$ cat config.mk
export PLATFORM = sky130hd
export DESIGN_NAME = slow_timeout_ctrl
export DESIGN_NICKNAME = d
export VERILOG_FILES = /design/src/rtl/slow_timeout_ctrl.sv
export SDC_FILE = /design/constraint.sdc
export NUM_CORES = 1
export LEC_CHECK = 0
export CAP_MARGIN = 20
export CORE_UTILIZATION = 49
export CTS_BUF_LIST = sky130_fd_sc_hd__clkbuf_4 sky130_fd_sc_hd__clkbuf_8 sky130_fd_sc_hd__clkbuf_16
export CTS_CLUSTER_SIZE = 10
export DETAILED_ROUTE_END_ITERATION = 8
export PLACE_DENSITY = 0.78
export SLEW_MARGIN = 25
export SYNTH_ARGS = -nofsm -noshare
export SYNTH_HDL_FRONTEND = slang
export SYNTH_SLANG_ARGS = --single-unit
$ cat constraint.sdc
create_clock -name CLK -period 2.2 [get_ports CLK]
set_input_delay 0.33 -clock CLK [delete_from_list [all_inputs] [get_ports CLK]]
set_output_delay 0.33 -clock CLK [all_outputs]
set_load 0.03 [all_outputs]
$ cat src/rtl/slow_timeout_ctrl.sv
// Decides when the accelerator must run at stock speed after slow-class bus accesses.
// Latency: outputs 1 cycle after the deciding edge. Backpressure: none, pure observer of bus cycles.
module slow_timeout_ctrl #(
    parameter int PRESCALE_W = 10
) (
    input  logic       CLK,
    input  logic       nPOR,
    input  logic       BACT,
    input  logic       IACKCS,
    input  logic       VIACS,
    input  logic       IWMCS,
    input  logic       SCCCS,
    input  logic       SCSICS,
    input  logic       SndCS,
    input  logic       SlowIACK,
    input  logic       SlowVIA,
    input  logic       SlowIWM,
    input  logic       SlowSCC,
    input  logic       SlowSCSI,
    input  logic       SlowSnd,
    input  logic       SlowClockGate,
    input  logic [3:0] SlowTimeout,
    output logic       SlowActive,
    output logic       ClockGateEn,
    output logic       SlowExpired
);

    localparam logic [1:0] ST_IDLE  = 2'd0;
    localparam logic [1:0] ST_HOLD  = 2'd1;
    localparam logic [1:0] ST_COUNT = 2'd2;

    logic                  bact_r;
    logic [1:0]            state;
    logic [1:0]            state_nxt;
    logic [3:0]            cnt;
    logic [3:0]            cnt_nxt;
    logic [PRESCALE_W-1:0] pre;
    logic [PRESCALE_W-1:0] pre_nxt;
    logic                  class_hit;
    logic                  hit;
    logic                  pre_wrap;

    // Selects only matter on the first clock of a bus cycle.
    assign class_hit = |({IACKCS, VIACS, IWMCS, SCCCS, SCSICS, SndCS} &
                         {SlowIACK, SlowVIA, SlowIWM, SlowSCC, SlowSCSI, SlowSnd});
    assign hit       = BACT & ~bact_r & class_hit;
    assign pre_wrap  = &pre;

    always_comb begin
        state_nxt = state;
        cnt_nxt   = cnt;
        pre_nxt   = '0;
        case (state)
            ST_IDLE: begin
                if (hit) begin
                    state_nxt = ST_HOLD;
                end
            end
            ST_HOLD: begin
                if (!hit && !BACT) begin
                    if (SlowTimeout == 4'd0) begin
                        state_nxt = ST_IDLE;
                    end else begin
                        state_nxt = ST_COUNT;
                        cnt_nxt   = SlowTimeout;
                    end
                end
            end
            ST_COUNT: begin
                // A new slow hit beats a same-cycle prescaler wrap.
                if (hit) begin
                    state_nxt = ST_HOLD;
                end else begin
                    pre_nxt = pre + 1'b1;
                    if (pre_wrap) begin
                        if (cnt <= 4'd1) begin
                            state_nxt = ST_IDLE;
                            cnt_nxt   = 4'd0;
                        end else begin
                            cnt_nxt = cnt - 4'd1;
                        end
                    end
                end
            end
            default: begin
                state_nxt = ST_IDLE;
                cnt_nxt   = 4'd0;
            end
        endcase
    end

    always_ff @(posedge CLK) begin
        if (!nPOR) begin
            bact_r      <= 1'b0;
            state       <= ST_IDLE;
            cnt         <= 4'd0;
            pre         <= '0;
            SlowActive  <= 1'b0;
            ClockGateEn <= 1'b0;
            SlowExpired <= 1'b0;
        end else begin
            bact_r      <= BACT;
            state       <= state_nxt;
            cnt         <= cnt_nxt;
            pre         <= pre_nxt;
            SlowActive  <= (state_nxt != ST_IDLE);
            ClockGateEn <= (state_nxt != ST_IDLE) & SlowClockGate;
            SlowExpired <= (state != ST_IDLE) & (state_nxt == ST_IDLE);
        end
    end

endmodule

### Word level (Yosys, flattened, before mapping)

Index checks and enable logic that the tools add are counted.

| operators by class | value |
|---|---|
| order comparisons | 1 |
| reduce and logical (&&, ||, !) cells | 12 |
| bitwise operators | 9 |
| add/subtract/negate cells | 2 |
| eq/ne operators | 6 |
| muxes and demuxes | 13 |

Operator list:

| kind | count |
|---|---|
| $mux W4 | 5 |
| $mux W2 | 6 |
| $pmux W4 S3 | 1 |
| $add A10 B1 Y10 const B | 1 |
| $reduce_and A10 Y1 | 1 |
| $ne A2 B2 Y1 const B | 4 |
| $and A6 B6 Y6 | 1 |
| $pmux W2 S3 | 1 |
| $reduce_or A6 Y1 | 1 |
| $reduce_and A5 Y1 | 1 |
| $and A1 B1 Y1 | 4 |
| $le A4 B1 Y1 const B | 1 |
| $logic_not A2 Y1 | 2 |
| $logic_not A4 Y1 | 1 |
| $not A1 Y1 | 4 |
| $reduce_bool A2 Y1 | 2 |
| $sub A4 B1 Y4 const B | 1 |
| $reduce_or A3 Y1 | 1 |
| $eq A2 B1 Y1 const B | 1 |
| $eq A2 B2 Y1 const B | 1 |
| $logic_not A1 Y1 | 2 |
| $logic_and A1 B1 Y1 | 1 |

| storage, ports and cells | value |
|---|---|
| flip-flop bits (word level) | 20 |
| word-level logic and storage cells | 50 |
| output and inout port bits | 3 |

### Longest topological paths before layout

| logic depth | value |
|---|---|
| depth in word-level cells | 9 |
| depth in mapped cells | 7 |

### Worst setup path after synthesis

OpenSTA, ideal clock, no wires.

| timing path | value |
|---|---|
| path type | register to register |
| start point | reg cnt[0] |
| end point | reg SlowExpired |
| stages on the path, launching flop included | 8 |
| data required time | 2084 ps |
| clock period less this slack | 1548 ps |
| buffers on the path | 0 |
| setup slack | 652 ps |
| arrival | 1431 ps |
| cell sequence | dfxtp_1 inv_1 ha_1 nor2_1 nor3_1 a21boi_0 o22ai_2 a41o_1 |

| between the ends | value |
|---|---|
| word-level cells in the longest chain between the ends | 7 |

RTL lines:

| item | line | source |
|---|---|---|
| start, declared | 35 | `logic [3:0] cnt;` |
| start signal, assigned | 104 | `cnt <= cnt_nxt;` |
| $le A4 B1 Y1 | 76 | `if (cnt <= 4'd1) begin` |
| $mux W2 | 76 |  |
| $mux W2 | 75 | `if (pre_wrap) begin` |
| $mux W2 | 71 | `if (hit) begin` |
| $pmux W2 S3 | 53 | `case (state)` |
| $logic_not A2 Y1 | 108 | `SlowExpired <= (state != ST_IDLE) & (state_nxt == ST_IDLE);` |
| $and A1 B1 Y1 | 108 |  |
| end signal, assigned | 108 |  |
| end, declared | 25 | `output logic SlowExpired` |

No other way between the ends.
A chain may end at the register's enable or synchronous reset.

### Final worst setup path

Same ends and word-level chain as after synthesis.

==> flow_summary.ini <==
[timing]
setup_viol = 0
fin_crit_ns = 1.80
relSlewSlack_pct = 71.7
hold_violations = 0
layout_setup_ws_ns = 0.404
period_share_pct = 81.6
finClkSkew_ns = 0.00209
setup_tns_ns = 0
finalMaxSlewViolations = 0
fmax_ghz = 0.557
tightestPinTransition_ns = 0.423
grt_setup_unrepaired = no

[die]
io_pins = 23
die_w_um = 48.0
dieArea_um2 = 2310
die_y_um = 48.0
initial_core_util_pct = 52.4
fp-row-count = 16
core-area_um2 = 1980

[placed_design]
port_buffers = 22
dp_hpwl_um = 1550
place_congestion = 0.857
post-place-ws_ns = 0.202
place_area_um2 = 1290

[setup_path]
path_buf_inv = 1
crit_required_ns = 2.41
cp-start-kind = flip-flop
max_stage_delay_ns = 0.42
cp_max_fo = 5
crit_chain = inv_1 -> ha_1 -> nor2_1 -> nor3_1 -> a21boi_0 -> o22ai_2 -> a41o_1
critPathKind = flip-flop to flip-flop
crit_family = compound AO/OA/AOI/OAI gates
critPathSlowestCell = dfxtp_1
endpoint_kind = flip-flop
cp.arrival_ns = 2.01

[logic_synthesis]
async_flop_share_pct = 0
synth_top_area_cell = dfxtp_1
yosys.area_share.simple_pct = 22.4
ys_seq_area_share_pct = 38.6
yosys-top-cells-area = dfxtp_1 39%, ha_1 8.4%, nand3_1 5.3%, nand2_1 5.1%, nor2_1 4.7%
ys.flop_type = dfxtp_1
synth-compound-area-share_pct = 15.1
synth_warnings = 0
synth.top_cells.by_count = 20 x dfxtp_1, 14 x nand2_1, 13 x nor2_1
yosysMostFrequentCell = dfxtp_1
synth_mux_area_share_pct = 3.86
syn_inst = 122
synth_xor_area_share_pct = 8.43
synth-edff-count = 0
synth_top_family_by_area = simple AND/OR/NAND/NOR gates
synth.ff_latch_count = 20
synth_cell_type_count = 31
avgSynthCellArea_um2 = 8.51
syn-num-nets = 149
synth_top_area_share_pct = 38.6
synth_fa_ha_area_share_pct = 8.43
synth_area_um2 = 1040

[clock_tree]
ctsResizeCount = 0
clock_sinks = 20
cts_tree = built
post-cts-setup-buffers = 0
holdBufCountCts = 0
numCtsBuffers = 3
ctsHtreeMaxLevel = 1
cts_buffer_depth = 2
clockRootBuffer = clkbuf_4
path_clk_slew_ns = 0.12
clock_latency_ns = 0.31

[layout]
syn2layout_area_growth_pct = 29.2
nets = 175
nFillCells = 163
antenna_cells = 0
ff_latch_area_um2 = 400
drive_gt1_share_pct = 5.44
multi_input_area_um2 = 604
stdcell_area_um2 = 1340

[grt]
grt_max_degree = 14
grt_pass1_vias = 773
grt.overflow.total = 0
grtUsageTotal_pct = 20.0
grt_pass1_wl_um = 3130
antenna_found_initial = 0

[drt]
drt_first_pass_iters = 4
viasPerCell = 5.33
wire_per_inst_um = 12.1
detail-route-antenna-nets = 0
first_iter_violations = 12
drcViolationCount = 0
vias = 927
routed_wl_um = 2100

[power]
power.leakage_nw = 0.518
ir_drop_v = 0.000356
power.density_nw_per_um2 = 627

[run]
maxCapViolations = 0

[hold_path]
hp-class = flip-flop to flip-flop

[run_status]
run_status = completed
[sequential cells by signal (all words and copies together) (netlist names)]
register / count
bact_r: 1
pre: 10
state: 2
SlowExpired: 1
SlowActive: 1
ClockGateEn: 1
cnt: 4
[stage by stage]
step / hold WS [ns] / util (%) / total power [mW] / std cells
2_1_floorplan: 0.430 / - / 0.478 / 122
3_3_place_gp: 0.442 / 65.0 / 0.540 / 170
3_5_place_dp: 0.454 / 65.0 / 0.543 / 170
4_1_cts: 0.482 / 67.7 / 0.847 / 174
5_1_grt: 0.515 / 67.7 / 0.874 / 174
6_report: 0.477 / 67.7 / 0.842 / 174
[per-layer routing]
metal | global-route usage [%] | vias to the layer above | share of wire [%]
met2 | 32.7 | 23 | 46
met4 | 11.7 | 0 | 2.5
li1 | - | 472 | -
met5 | 0 | - | 0
met1 | 23.9 | 424 | 46
met3 | 4.53 | 8 | 4.9
[placed cells by master (no fill, tap or decap)]
cell type,instances
dfxtp_1,20
nand2_1,14
o21ai_0,7
a21boi_0,1
nand3_1,11
mux2i_1,4
and3_4,1
xnor2_1,5
a41o_1,1
a31oi_1,1
xor2_1,5
a22oi_1,3
o22ai_2,1
nor2_1,13
a21o_1,1
bufinv_16,1
ha_1,7
nor3_1,3
o31ai_1,1
o211ai_1,1
clkbuf_4,3
nand4_1,1
o21bai_1,1
a211oi_2,1
clkdlybuf4s50_1,22
a21oi_1,2
a311o_1,1
and2_1,2
and3_1,2
or2_2,1
inv_1,8
nand2b_1,1
nor4_1,1
[worst paths after layout]
kind          start     endpoint  slack, ns  depth (start not counted)
max reg2reg  cnt[0]  SlowExpired       0.40                          7
min reg2reg  pre[0]       pre[0]       0.48                          1
max          cnt[0]  SlowExpired       0.40                          7
min          pre[0]       pre[0]       0.48                          1
[kinds of logic (layout without fill, tap and decap cells)]
family          Yosys count  in the layout
compound gates           22             22
mux                       4              4
buf+inv                   9             34
xor+xnor                 10             10
flops                    20             20
simple gates             50             50
fa+ha+maj                 7              7
[power by group]
part           switching [mW]  total [mW]  internal (mW)  leakage [nW]
combinational          0.0757       0.154         0.0785         0.328
sequential            0.00959       0.384          0.374         0.162
clock                   0.120       0.304          0.184        0.0279
total                   0.205       0.842          0.637         0.518
[final cells by class]
class,count,area share [%]
multi-input combinational,93,45.1
inverter,8,2.24
sequential,20,29.9
clock buffer,3,1.68
tap,27,2.52
clock inverter,1,2.24
timing repair buffer,22,16.4
Power figures use the tool's default switching activity.
==> RTL edit 1: new RTL, same settings <==
Put one more register stage on the output `SlowExpired`. The value now appears one clock later. The other outputs are not delayed to match.
--- a/src/rtl/slow_timeout_ctrl.sv
+++ b/src/rtl/slow_timeout_ctrl.sv
@@ -30,2 +30,4 @@
     localparam logic [1:0] ST_COUNT = 2'd2;
+
+    logic SlowExpired_s0;
 
@@ -99,3 +101,3 @@
             ClockGateEn <= 1'b0;
-            SlowExpired <= 1'b0;
+            SlowExpired_s0 <= 1'b0;
         end else begin
@@ -107,4 +109,8 @@
             ClockGateEn <= (state_nxt != ST_IDLE) & SlowClockGate;
-            SlowExpired <= (state != ST_IDLE) & (state_nxt == ST_IDLE);
+            SlowExpired_s0 <= (state != ST_IDLE) & (state_nxt == ST_IDLE);
         end
+    end
+
+    always_ff @(posedge CLK) begin
+        SlowExpired <= SlowExpired_s0;
     end
Check against the original RTL: not equivalent (Yosys sat finds a counterexample within 4 cycles, from zero or initial values).
==> RTL edit 1 against the original RTL <==
Largest power group unchanged. Die area grew 1.9%. Final area shrank 0.19%. Wire length shrank 0.76%. Sequential cell count grew 1. Setup slack gained 0.056 ns. Critical endpoint is now SlowExpired_s0. Total power shrank 11%. Maximum frequency grew 3.2%. Largest cell class unchanged. Synthesized area grew 1.9%.
==> RTL edit 1: results (changes against the original RTL) <==
Parameter                              Value

Synth
  Most instantiated cells after synthesis    21 x sky130_fd_sc_hd__dfxtp_1, 14 x sky130_fd_sc_hd__nand2_1, 13 x sky130_fd_sc_hd__nor2_1
  Cells taking the most area after synthesis    sky130_fd_sc_hd__dfxtp_1 40%, sky130_fd_sc_hd__ha_1 8.3%, sky130_fd_sc_hd__nand3_1 5.2%
  Avg Cell Area, Syn    8.606 µm² (+1.1%)
  Fraction of the yosys area taken by sequential cells    39.72% (+1.2 points)
  Post-Synthesis Net Count    150 (+0.67%)
  Count of synthesis-stage warnings from yosys    0 (unchanged)

Clocking
  Cts repair resizes    0 (unchanged)

Pwr
  Max rail drop VDD    0.3468 mV (-2.5%)
  Switching power as a share of total power    27.94% (+3.6 points)
  Leakage power figure    0.5119 nW (-1.1%)

GRT
  Met3 track utilization from global routing    3.774% (-0.75 points)
  Met2 Usage GRT    34.04% (+1.3 points)
  Via count of the first global-routing pass    884 (+14%)
  Wire length of the first global-routing pass    3553 µm (+14%)
  Overall global routing resource usage    19.41% (-0.59 points)

Setup path
  Longest individual stage delay on the worst path    0.41 ns
  Arrival time of data at the critical path endpoint    1.95 ns (-0.06 ns)
  Minimum setup slack among reg-to-reg paths    0.46 ns (+0.06 ns)

Route
  Top routing layer used    met4
  Via count    947 (+2.2%)
  Amount of wire on met3 after detailed routing    166 µm (+61%)
  Detailed Route Iter0 Violations    33 (+21)
  Met1 Wirelength    921 µm (-4.8%)
  Post-detailed-route via-to-cell ratio    5.411 (+1.6%)
  Number of detailed-route iterations in the first pass    7 (+3)
  Routed wire per std cell    11.92 µm (-1.3%)

Place
  Detailed placer's ending HPWL    1627 µm (+5.2%)
  Cell count after placement    171 (+0.59%)
  Final weighted congestion of routability-driven global placement    0.8321 (-2.9%)

Finish
  Largest regs    pre: 10 flops, cnt: 4 flops, state: 2 flops
  Fraction of layout instances using a drive strength above 1    5.405% (-0.037 points)
  Nets    176 (+0.57%)

Run status
  Outcome    finished clean

STA
  Relative slew slack    71.21% (-0.48 points)
  Worst Clk Skew    0.004154 ns (+0.002068 ns)
-- RTL edit 1: cell type report --
| cell class | instances | area [µm²] |
|---|---|---|
| fillers | 179 | 663.1 |
| multi-input cells | 93 | 604.3 |
| flip-flops and latches | 21 | 420.4 |
| repair buffers | 22 | 220.2 |
| well taps | 27 | 33.78 |
| inverters | 8 | 30.03 |
| clock buffers | 3 | 22.52 |
| clock inverters | 1 | 7.507 |
-- RTL edit 1: kinds of logic (layout without fill, tap and decap cells) --
logic type	after synthesis	count (layout)	synth area share, %
and+or+nand+nor	50	50	21.99
AOI/OAI and AO/OA	22	22	14.78
DFF	21	21	39.72
xor gates and xnor gates	10	10	8.274
buffers and inverters	9	34	3.191
adders and majority gates	7	7	8.274
muxes	4	4	3.783
-- RTL edit 1: per-stage QoR --
stage	area, µm²	setup WS, ns	hold slack, ns
2_1_floorplan	1059	0.6525	0.3096
3_5_place_dp	1309	0.1523	0.3144
6_report	1339	0.4601	0.3418
3_3_place_gp	1309	0.2449	0.3220
4_1_cts	1339	0.4638	0.3428
5_1_grt	1339	0.3102	0.3473
-- RTL edit 1: final timing paths --
path                                startpoint             end  cells after the start
worst max-delay path                    cnt[0]  SlowExpired_s0                      7
worst min-delay path            SlowExpired_s0     SlowExpired                      0
worst max register to register          cnt[0]  SlowExpired_s0                      7
worst min register to register  SlowExpired_s0     SlowExpired                      0
-- RTL edit 1: power groups by stage --
stage | registers, mW | logic, mW | clock network, mW
2_1_floorplan | 0.422 | 0.0766 | 0
3_3_place_gp | 0.411 | 0.149 | 0
3_5_place_dp | 0.411 | 0.153 | 0
4_1_cts | 0.403 | 0.154 | 0.198
5_1_grt | 0.404 | 0.166 | 0.206
6_report | 0.403 | 0.153 | 0.196
==> RTL edit 2: new RTL, same settings <==
Made on the original files. Set the parameter `PRESCALE_W` to 5 (it was 10).
--- a/src/rtl/slow_timeout_ctrl.sv
+++ b/src/rtl/slow_timeout_ctrl.sv
@@ -3,3 +3,3 @@
 module slow_timeout_ctrl #(
-    parameter int PRESCALE_W = 10
+    parameter int PRESCALE_W = 5
 ) (
Formal check against the unedited RTL: no difference found for any inputs over 10 cycles, from zero or initial values; that may be too few to reach the edited logic, so the function may still have changed.
==> RTL edit 2 against the original RTL <==
Count of clock-buffer cells in the layout stayed put. Setup slack worse by 0.0059 ns. Final area is 11% lower. Clock skew is 0.0014 ns higher. Worst hold slack worse by 0.019 ns. Total power is 30% lower. Synthesized area is 13% lower. Sequential cell count is 5 lower. Wire length is 17% lower. Largest cell class unchanged.
==> RTL edit 2: results (changes against the original RTL) <==
Parameter                              Value

Run status
  Outcome    finished clean

Setup path
  Launching element of the worst setup path    pre[0]
  Longest individual stage delay on the worst path    0.33 ns (-0.09 ns)
  Maximum fanout along the worst path    4 (-1)
  Worst Path Buf+Inv    0 (-1)

Route
  Top routing layer used    met3
  Detailed Route Iter0 Violations    17 (+5)
  Amount of wire on met3 after detailed routing    75 µm (-27%)
  Total Routed Length    1749 µm (-17%)
  Detailed route wirelength on metal2    890 µm (-8.9%)

Place
  Pre-CTS setup slack    0.3020 ns (+0.1004 ns)
  Cell count after placement    142 (-16%)
  Final weighted congestion of routability-driven global placement    0.8629 (+0.68%)

Synth
  Synth Area in Adders    11.03% (+2.6 points)
  Mapped Cells    95 (-22%)
  Multiplexer area fraction after synthesis    4.414% (+0.56 points)
  Fraction of the yosys area taken by sequential cells    33.10% (-5.5 points)
  Xor-xnor portion of the synthesized cell area    3.862% (-4.6 points)
  Post-Synthesis Net Count    123 (-17%)

GRT
  Wire length of the first global-routing pass    2787 µm (-11%)
  Via count of the first global-routing pass    651 (-16%)
  Maximum number of pins on one net before global-route repair    10 (-4)
  Met2 Usage GRT    31.01% (-1.7 points)
  Overall global routing resource usage    19.08% (-0.92 points)
  GR met1 Demand/Resource    24.20% (+0.33 points)

STA
  Relative slew slack    70.68% (-1.0 points)
  Worst Clk Skew    0.003494 ns (+0.001409 ns)

Clocking
  Clock transition time at the flip-flop clock pins of the worst setup and hold paths    0.09 ns (-0.03 ns)

Pwr
  Max rail drop VDD    0.3634 mV (+2.2%)

Finish
  Non-filler instance count after layout    146 (-16%)
## RTL edit 2: cell count changes in the layout (fill, tap and decap cells not counted), moves of 2 or more
cell and change:
sky130_fd_sc_hd__nand3_1 -9, sky130_fd_sc_hd__dfxtp_1 -5, sky130_fd_sc_hd__nor2_1 -5, sky130_fd_sc_hd__o21ai_0 -3, sky130_fd_sc_hd__xnor2_1 -4, sky130_fd_sc_hd__nor3_1 -2
sky130_fd_sc_hd__xor2_1 -2, sky130_fd_sc_hd__o211a_1 +4, sky130_fd_sc_hd__nand2_1 -9, sky130_fd_sc_hd__a31oi_1 +2, sky130_fd_sc_hd__nand2b_1 +2, sky130_fd_sc_hd__and2_1 +4
## RTL edit 2: kinds of logic (layout without fill, tap and decap cells)
logic type | count (synthesis) | count (layout)
compound gates | 24 | 24
xor+xnor | 4 | 4
fa+ha+maj | 8 | 8
buf+inv | 9 | 35
flops | 15 | 15
mux | 4 | 4
simple gates | 31 | 31
## RTL edit 2: layout make-up
cell class,count,area share (%)
inverter,8,2.526
timing repair buffer,23,19.16
sequential,15,25.26
multi-input combinational,71,48.11
clock inverter,1,0.4211
tap,25,2.632
clock buffer,3,1.895
## RTL edit 2: how the worst min path moves through the flow
stage,to,slack [ns],depth (start not counted),start
6_report,pre[0],0.46,1,pre[0]
5_1_grt,pre[0],0.49,1,pre[0]
4_1_cts,pre[0],0.47,1,pre[0]
3_5_place_dp,pre[0],0.45,1,pre[0]
3_3_place_gp,pre[0],0.44,1,pre[0]
2_1_floorplan,pre[0],0.42,1,pre[0]
## RTL edit 2: power groups by stage
stage	clock (mW)	combinational (mW)	sequential (mW)
after floorplan	0	0.0736	0.303
after global placement	0	0.147	0.293
after detailed placement	0	0.148	0.294
after CTS	0.161	0.149	0.287
after global routing	0.176	0.160	0.288
final	0.155	0.149	0.287
